`src/rtl/pipe_pkg.sv`:
```
// elastic_pipe shared package
// count-width helper and default reset payload
package pipe_pkg;

  localparam int unsigned RST_VAL_DEF = 0;

  function automatic int cw_of(input int depth);
    return (depth < 1) ? 1 : $clog2(2 * depth + 1);
  endfunction

endpackage

```
`src/rtl/elastic_pipe_if.sv`:
```
// elastic_pipe handshake bundle
// master drives upstream side and downstream ready
interface elastic_pipe_if
  import pipe_pkg::*;
#(
  parameter int DW    = 5,
  parameter int DEPTH = 2,
  parameter int CW    = cw_of(DEPTH)
);

  logic          flush;
  logic          in_valid;
  logic          in_ready;
  logic [DW-1:0] in_data;
  logic          out_valid;
  logic          out_ready;
  logic [DW-1:0] out_data;
  logic [CW-1:0] count;

  modport master (
    output flush,
    output in_valid,
    output in_data,
    output out_ready,
    input  in_ready,
    input  out_valid,
    input  out_data,
    input  count
  );

  modport slave (
    input  flush,
    input  in_valid,
    input  in_data,
    input  out_ready,
    output in_ready,
    output out_valid,
    output out_data,
    output count
  );

endinterface

```
`src/rtl/pipe_slice.sv`:
```
// one 2-entry skid register slice
// in_ready comes straight from the skid flag
module pipe_slice
  import pipe_pkg::*;
#(
  parameter int            DW      = 5,
  parameter logic [DW-1:0] RST_VAL = DW'(RST_VAL_DEF)
) (
  input  logic          clk,
  input  logic          rst,
  input  logic          flush,
  input  logic          in_valid,
  output logic          in_ready,
  input  logic [DW-1:0] in_data,
  output logic          out_valid,
  input  logic          out_ready,
  output logic [DW-1:0] out_data
);

  logic          m_v;
  logic          s_v;
  logic [DW-1:0] m_d;
  logic [DW-1:0] s_d;
  logic          acc;
  logic          take;

  assign in_ready  = !s_v;
  assign out_valid = m_v;
  assign out_data  = m_d;
  assign acc       = in_valid & !s_v;
  assign take      = !m_v | out_ready;

  // main refills from skid first so order is kept
  always_ff @(posedge clk or posedge rst) begin
    if (rst) begin
      m_v <= 1'b0;
      s_v <= 1'b0;
      m_d <= RST_VAL;
      s_d <= RST_VAL;
    end else if (flush) begin
      m_v <= 1'b0;
      s_v <= 1'b0;
    end else if (take) begin
      if (s_v) begin
        m_v <= 1'b1;
        m_d <= s_d;
        s_v <= 1'b0;
      end else begin
        m_v <= acc;
        if (acc) m_d <= in_data;
      end
    end else if (acc) begin
      s_v <= 1'b1;
      s_d <= in_data;
    end
  end

endmodule

```
`src/rtl/elastic_pipe.sv`:
```
// elastic_pipe: DEPTH skid slices with occupancy count
// DEPTH = 0 collapses to wires
module elastic_pipe
  import pipe_pkg::*;
#(
  parameter int            DW      = 5,
  parameter int            DEPTH   = 2,
  parameter logic [DW-1:0] RST_VAL = DW'(RST_VAL_DEF),
  parameter int            CW      = cw_of(DEPTH)
) (
  input logic           clk,
  input logic           rst,
  elastic_pipe_if.slave p
);

  if (DEPTH == 0) begin : g_wire

    assign p.out_valid = p.in_valid;
    assign p.in_ready  = p.out_ready;
    assign p.out_data  = p.in_data;
    assign p.count     = '0;

  end else begin : g_pipe

    logic [DEPTH:0] v;
    logic [DEPTH:0] r;
    logic [DW-1:0]  d [0:DEPTH];
    logic [CW-1:0]  cnt_q;
    logic           acc;
    logic           cons;

    assign v[0]        = p.in_valid;
    assign d[0]        = p.in_data;
    assign p.in_ready  = r[0];
    assign r[DEPTH]    = p.out_ready;
    assign p.out_valid = v[DEPTH];
    assign p.out_data  = d[DEPTH];

    for (genvar i = 0; i < DEPTH; i++) begin : g_slice
      pipe_slice #(
        .DW      (DW),
        .RST_VAL (RST_VAL)
      ) u_slice (
        .clk       (clk),
        .rst       (rst),
        .flush     (p.flush),
        .in_valid  (v[i]),
        .in_ready  (r[i]),
        .in_data   (d[i]),
        .out_valid (v[i+1]),
        .out_ready (r[i+1]),
        .out_data  (d[i+1])
      );
    end

    assign acc  = p.in_valid & r[0];
    assign cons = v[DEPTH] & p.out_ready;

    always_ff @(posedge clk or posedge rst) begin
      if (rst) begin
        cnt_q <= '0;
      end else if (p.flush) begin
        cnt_q <= '0;
      end else begin
        cnt_q <= cnt_q + CW'(acc) - CW'(cons);
      end
    end

    assign p.count = cnt_q;

  end

endmodule

```
`src/flat_wrapper.sv`:
```
// flat-port wrapper written by rule: the top's interface ports become plain ports
module elastic_pipe_flat import pipe_pkg::*;
#(
  parameter int            DW      = 5,
  parameter int            DEPTH   = 2,
  parameter logic [DW-1:0] RST_VAL = DW'(RST_VAL_DEF),
  parameter int            CW      = cw_of(DEPTH)
)
  (clk, rst, p_flush, p_in_valid, p_in_data, p_out_ready, p_in_ready, p_out_valid, p_out_data, p_count);
  elastic_pipe_if #(.DW(DW), .DEPTH(DEPTH), .CW(CW)) p_i ();
  input logic clk;
  input logic rst;
  input wire logic [$bits(p_i.flush)-1:0] p_flush;
  input wire logic [$bits(p_i.in_valid)-1:0] p_in_valid;
  input wire logic [$bits(p_i.in_data)-1:0] p_in_data;
  input wire logic [$bits(p_i.out_ready)-1:0] p_out_ready;
  output wire logic [$bits(p_i.in_ready)-1:0] p_in_ready;
  output wire logic [$bits(p_i.out_valid)-1:0] p_out_valid;
  output wire logic [$bits(p_i.out_data)-1:0] p_out_data;
  output wire logic [$bits(p_i.count)-1:0] p_count;
  assign p_i.flush = p_flush;
  assign p_i.in_valid = p_in_valid;
  assign p_i.in_data = p_in_data;
  assign p_i.out_ready = p_out_ready;
  assign p_in_ready = p_i.in_ready;
  assign p_out_valid = p_i.out_valid;
  assign p_out_data = p_i.out_data;
  assign p_count = p_i.count;
  elastic_pipe #(.DW(DW), .DEPTH(DEPTH), .RST_VAL(RST_VAL), .CW(CW)) u_core (.clk(clk), .rst(rst), .p(p_i));
endmodule
```
`config.mk`:
```
export PLATFORM = sky130hd
export DESIGN_NAME = elastic_pipe_flat
export DESIGN_NICKNAME = d
export VERILOG_FILES = /design/src/rtl/pipe_pkg.sv /design/src/rtl/elastic_pipe_if.sv /design/src/rtl/pipe_slice.sv /design/src/rtl/elastic_pipe.sv /design/src/flat_wrapper.sv
export SDC_FILE = /design/constraint.sdc
export NUM_CORES = 1
export LEC_CHECK = 0
export ABC_AREA = 1
export BUFFER_PORTS_ARGS = -buffer_cell sky130_fd_sc_hd__buf_2
export CAP_MARGIN = 20
export CORE_UTILIZATION = 40
export DETAILED_ROUTE_END_ITERATION = 10
export GPL_ROUTABILITY_DRIVEN = 1
export GPL_TIMING_DRIVEN = 0
export PLACE_DENSITY = 0.59
export SYNTH_ARGS = -nofsm -noshare
export SYNTH_HDL_FRONTEND = slang
export SYNTH_SLANG_ARGS = --single-unit
```
`constraint.sdc`:
```
create_clock -name clk -period 1.7 [get_ports clk]
set_input_delay 0.34 -clock clk [delete_from_list [all_inputs] [get_ports clk]]
set_output_delay 0.34 -clock clk [all_outputs]
set_load 0.03 [all_outputs]
```
# Yosys cells after proc, flatten, opt, wreduce, memory -nomap -nowiden
# Index checks and enable logic that the tools add are counted.
[word_totals] reg_bits=27 out_inout_bits=10
[op_classes] n_addsub=2 n_reduce_logical=14 bitwise_logic=8 n_mux=17
[ops] op="$mux 5" count=4
[ops] op="$mux 1" count=12
[ops] op="$reduce_and 3->1" count=4
[ops] op="$reduce_bool 2->1" count=4
[ops] op="$reduce_bool 3->1" count=2
[ops] op="$logic_not 1->1" count=4
[ops] op="$add 3x1->3" count=1
[ops] op="$and 1x1->1" count=3
[ops] op="$mux 3" count=1
[ops] op="$not 1->1" count=3
[ops] op="$sub 3x1->3" count=1
[ops] op="$or 1x1->1" count=2

# Longest topological paths before layout
[depth] depth_word=5 mapped_depth=10 depth_no_buf=10

# Modules after synthesis
# Synthesis repeated with hierarchy kept, for this count alone.
[unflattened] hier_cells=177 hier_area_um2=1413.9
[by_module_without_submodules] mod="pipe_slice" instances=2 cells_each=76 area_per_inst_um2=608.1 seq_area_each_um2=300.3
[by_module_without_submodules] mod="elastic_pipe" instances=1 cells_each=25 area_per_inst_um2=197.7 seq_area_each_um2=75.1

# Worst setup path after synthesis
# OpenSTA, ideal clock, no wires.
[synth_timing] path_kind="register to register" start="reg u_core.g_pipe.g_slice[1].u_slice.m_v" end="reg u_core.g_pipe.cnt_q[2] (netlist: u_core.p.count[2])" path_stages_with_launch=10 arrival_ps=1648 path_slack_ps=-67 required_ps=1581 cell_sequence="dfrtp_1 > nand2_1 > inv_1 > ha_1 > inv_1 > ha_1 > inv_1 > fa_1 > a21oi_1 > nor2_1"
[synth_between] elab_chain_cells=3
[synth_rtl] element="start, declared" line="pipe_slice.sv:20" rtl="logic m_v;"
[synth_rtl] element="start signal, assigned" line="pipe_slice.sv:36" rtl="m_v <= 1'b0;"
[synth_rtl] element="start signal, assigned" line="pipe_slice.sv:41" rtl="m_v <= 1'b0;"
[synth_rtl] element="start signal, assigned" line="pipe_slice.sv:45" rtl="m_v <= 1'b1;"
[synth_rtl] element="$and 1x1->1" line="elastic_pipe.sv:57" rtl="assign cons = v[DEPTH] & p.out_ready;"
[synth_rtl] element="$sub 3x1->3" line="elastic_pipe.sv:65" rtl="cnt_q <= cnt_q + CW'(acc) - CW'(cons);"
[synth_rtl] element="$mux 3" line="elastic_pipe.sv:62" rtl="end else if (p.flush) begin"
[synth_rtl] element="end signal, assigned" line="elastic_pipe.sv:65"
[synth_rtl] element="end, declared" line="elastic_pipe.sv:28" rtl="logic [CW-1:0] cnt_q;"
# Every way passes these cells.
# A chain may end at the register's enable or synchronous reset.

# Worst setup path in the final report
[layout_timing] start="reg u_core.g_pipe.g_slice[1].u_slice.m_v" end="reg u_core.g_pipe.cnt_q[1] (netlist: u_core.p.count[1])"
# Same word-level chain as after synthesis.

==> results.md <==
- Synth Area in Compound Gates: less than 1%
- Area share of fa/ha/maj cells after synthesis: 3.29%
- Area occupied by multi-input gates: around 590 um2
- Final Hold Viols: 0
- Hpwl dp: just under 2 mm
- Clock sink count: 27
- # IOs: 20
- Final worst slack: roughly 0.025 ns
- Placer Congestion: roughly 0.84
- Seq/Total Area, Yosys: 49.4%
- Core Util, Final: 50.8%
- Unrepaired setup endpoints after global routing: yes
- Cell area after layout: between 1500 and 2000 um2
- 1st-iter DRT viols: just under 80
- Top cells by area, synth: dfrtp_1 49%, nand2_1 21%, nand3_1 8.8%, buf_4 4.4%, inv_1 2.7%
- WL/cell: around 11 um
- Status: completed
- Final nets: between 200 and 250
- Placed Area: between 1500 and 2000 um2
- # DRC: 0
- Buffers on Ports: 18
- Share of cells above drive strength 1: approximately 26%
- Hold Path Class: primary input to flop
- Global Route Usage Sum: around 17%
- Largest net degree at the start of global routing: 28
- Fmax: between 0.5 and 0.6 GHz
- Final period util: a little over nine tenths
- CTS Buffer Depth: 2
- Worst setup slack after placement: -0.0332 ns
- Crit path time final: around 1.7 ns
- Syn_nets: between 150 and 200
- Crit end category: flop
- Slew headroom: between 70% and 80%
- H-tree depth: 1
- Post-synthesis mux area share: 0%
- Post-synthesis register bit count: 27
- Worst hold slack: approximately 0.25 ns
- Yosys cell types: 15
- Final cell count without fillers: 243
- Post-Synth Simple-Gate Area: 38.1%
- Max Slew Vio Count: 0
- Worst path required time: about 1.9 ns
- Setup_tns: 0 ns
- Root Buffer Master: clkbuf_4
- WP data arrival: between 1.5 and 2 ns
- Die extent in y: 60.5 um
- GR Overflow Total: 0
- Yosys synthesis warning count: 0
- Placed Instances: 236
- Largest family of logic cells by synthesized area: simple AND/OR/NAND/NOR gates
- Fin Clk Skew: between 0.003 and 0.004 ns
- First-pass GRT wire length: 4.71 mm
- Initial antenna violation count: 0
- Vias in the first global route: ~1100
- Share of the synthesized area in the top cell type: 49.4%
- Width of the die: about 60 um
- FILL cells: 340
- TritonCTS buffer count: 3
- Ant diodes: 0
- Crit Path Max Fanout: 2
- Register area: approximately 680 um2
- Syn-to-layout area delta: 17.0%
- Clock transition at path regs: ~0.15 ns
- Core area: 3150 um2
- Die area: between 3000 and 4000 um2
- Yosys top cell by area: dfrtp_1
- Worst Setup Start Kind: flop
- Initial Util: between 40% and 50%
- Via count: 1135
- Post-Synth XOR/XNOR Area: 0%
- Vias/cell: approximately 4.7
- # setup viols final: 0
- Clock Latency Late Sink: 0.32 ns
- CP Class: flop to flop
- Maxcap violations: 0
- Worst Tran Pin Value: between 0.4 and 0.5 ns
- Cells after Synth: approximately 170
- P_leak: about 0.90 nW
- Antenna-violating nets left: 0
- Mapped Area: 1370 um2
- DRT Pass-1 Iters: 4
- CTS tree: yes
- Max rail drop VDD: 0.000302 V
- Routed WL: between 2 and 3 mm
- Total design power: 1.41 mW
- PD cells: between 800 and 900 nW/um2
- Row count: 20
- Syn avg cell area: between 7 and 8 um2
-- what timing repair did --
item	4_1_cts	5_1_grt
setup buffers	1	0
hold buffers	0	1
endpoints found under the hold margin	0	6
gates resized for setup	0	3
endpoints found under the setup margin	2	2
-- worst max-delay path, cell delays in order, from the launching register on --
cell and delay, ns:
dfrtp_2 0.43, nand2_1 0.06, inv_1 0.04, ha_1 0.25
inv_1 0.06, ha_1 0.13, inv_1 0.05, fa_2 0.53
nor2_2 0.04
-- routing by layer --
metal  vias to the layer above  wire [um]  GRT usage (%)
met3                         2         71           2.56
li1                        586          -              -
met4                         0         24           7.14
met5                         -          0              0
met2                        16       1230           28.6
met1                       531       1260           23.1
-- power by group --
group	switching (mW)	internal [mW]	total, mW	leakage (nW)
Clock	0.193	0.0897	0.283	0.0139
Combinational	0.218	0.139	0.357	0.534
Sequential	0.0493	0.720	0.769	0.351
-- cell families after synthesis --
group | Yosys count
AOI/OAI and AO/OA | 2
DFF | 27
adders and majority gates | 3
and+or+nand+nor | 119
buffers and inverters | 23
-- synthesized netlist by cell type, drive strengths merged --
cell type	count
nor3	2
a21oi	2
nand3	25
nor2	12
buf	8
fa	1
ha	2
inv	15
nand2	80
dfrtp	27
-- registers in the layout (all words and copies together) (netlist names) --
name,cells
u_core.g_pipe.g_slice.u_slice.s_v,2
u_core.g_pipe.g_slice.u_slice.out_valid,2
u_core.g_pipe.g_slice.u_slice.s_d,10
u_core.p.count,3
u_core.g_pipe.g_slice.u_slice.out_data,10
-- path summary, 6_finish.rpt --
path	end	startpoint	slack (ns)	depth (start not counted)
max	u_core.p.count[1]	u_core.g_pipe.g_slice[1].u_slice.out_valid	0.02	8
min	u_core.g_pipe.g_slice[0].u_slice.s_d[4]	p_in_data[4]	0.25	3
max reg2reg	u_core.p.count[1]	u_core.g_pipe.g_slice[1].u_slice.out_valid	0.02	8
min reg2reg	u_core.g_pipe.g_slice[1].u_slice.s_d[1]	u_core.g_pipe.g_slice[1].u_slice.s_d[1]	0.49	2
max in group asynchronous	u_core.p.count[0]	rst	0.73	4
min in group asynchronous	u_core.g_pipe.g_slice[1].u_slice.out_data[3]	rst	0.53	3
-- layout by cell type (no fill, tap or decap), types with 2 or more instances in the layout --
| cell type | Yosys | layout |
|---|---|---|
| buf_2 | 0 | 18 |
| dfrtp_2 | 0 | 2 |
| nor2_4 | 3 | 3 |
| ha_1 | 2 | 2 |
| clkbuf_4 | 0 | 3 |
| a21oi_1 | 2 | 2 |
| dfrtp_1 | 27 | 25 |
| nand3_1 | 24 | 23 |
| nor2_1 | 7 | 6 |
| nand3_2 | 1 | 2 |
| nand2_1 | 77 | 77 |
| nand2_2 | 3 | 3 |
| inv_2 | 5 | 5 |
| inv_1 | 10 | 10 |
| nor3_1 | 2 | 2 |
| buf_4 | 8 | 9 |
| nor2_2 | 2 | 3 |
-- area by class of cell --
| type | count | share of cell area [%] |
|---|---|---|
| well taps | 44 | 3.44 |
| inverters | 15 | 3.52 |
| repair buffers | 21 | 8.44 |
| clock inverters | 1 | 0.469 |
| flip-flops and latches | 27 | 42.4 |
| multi-input cells | 124 | 36.6 |
| plain buffers | 8 | 3.75 |
| clock buffers | 3 | 1.41 |
Note: power is estimated with default switching activity, not from simulation.
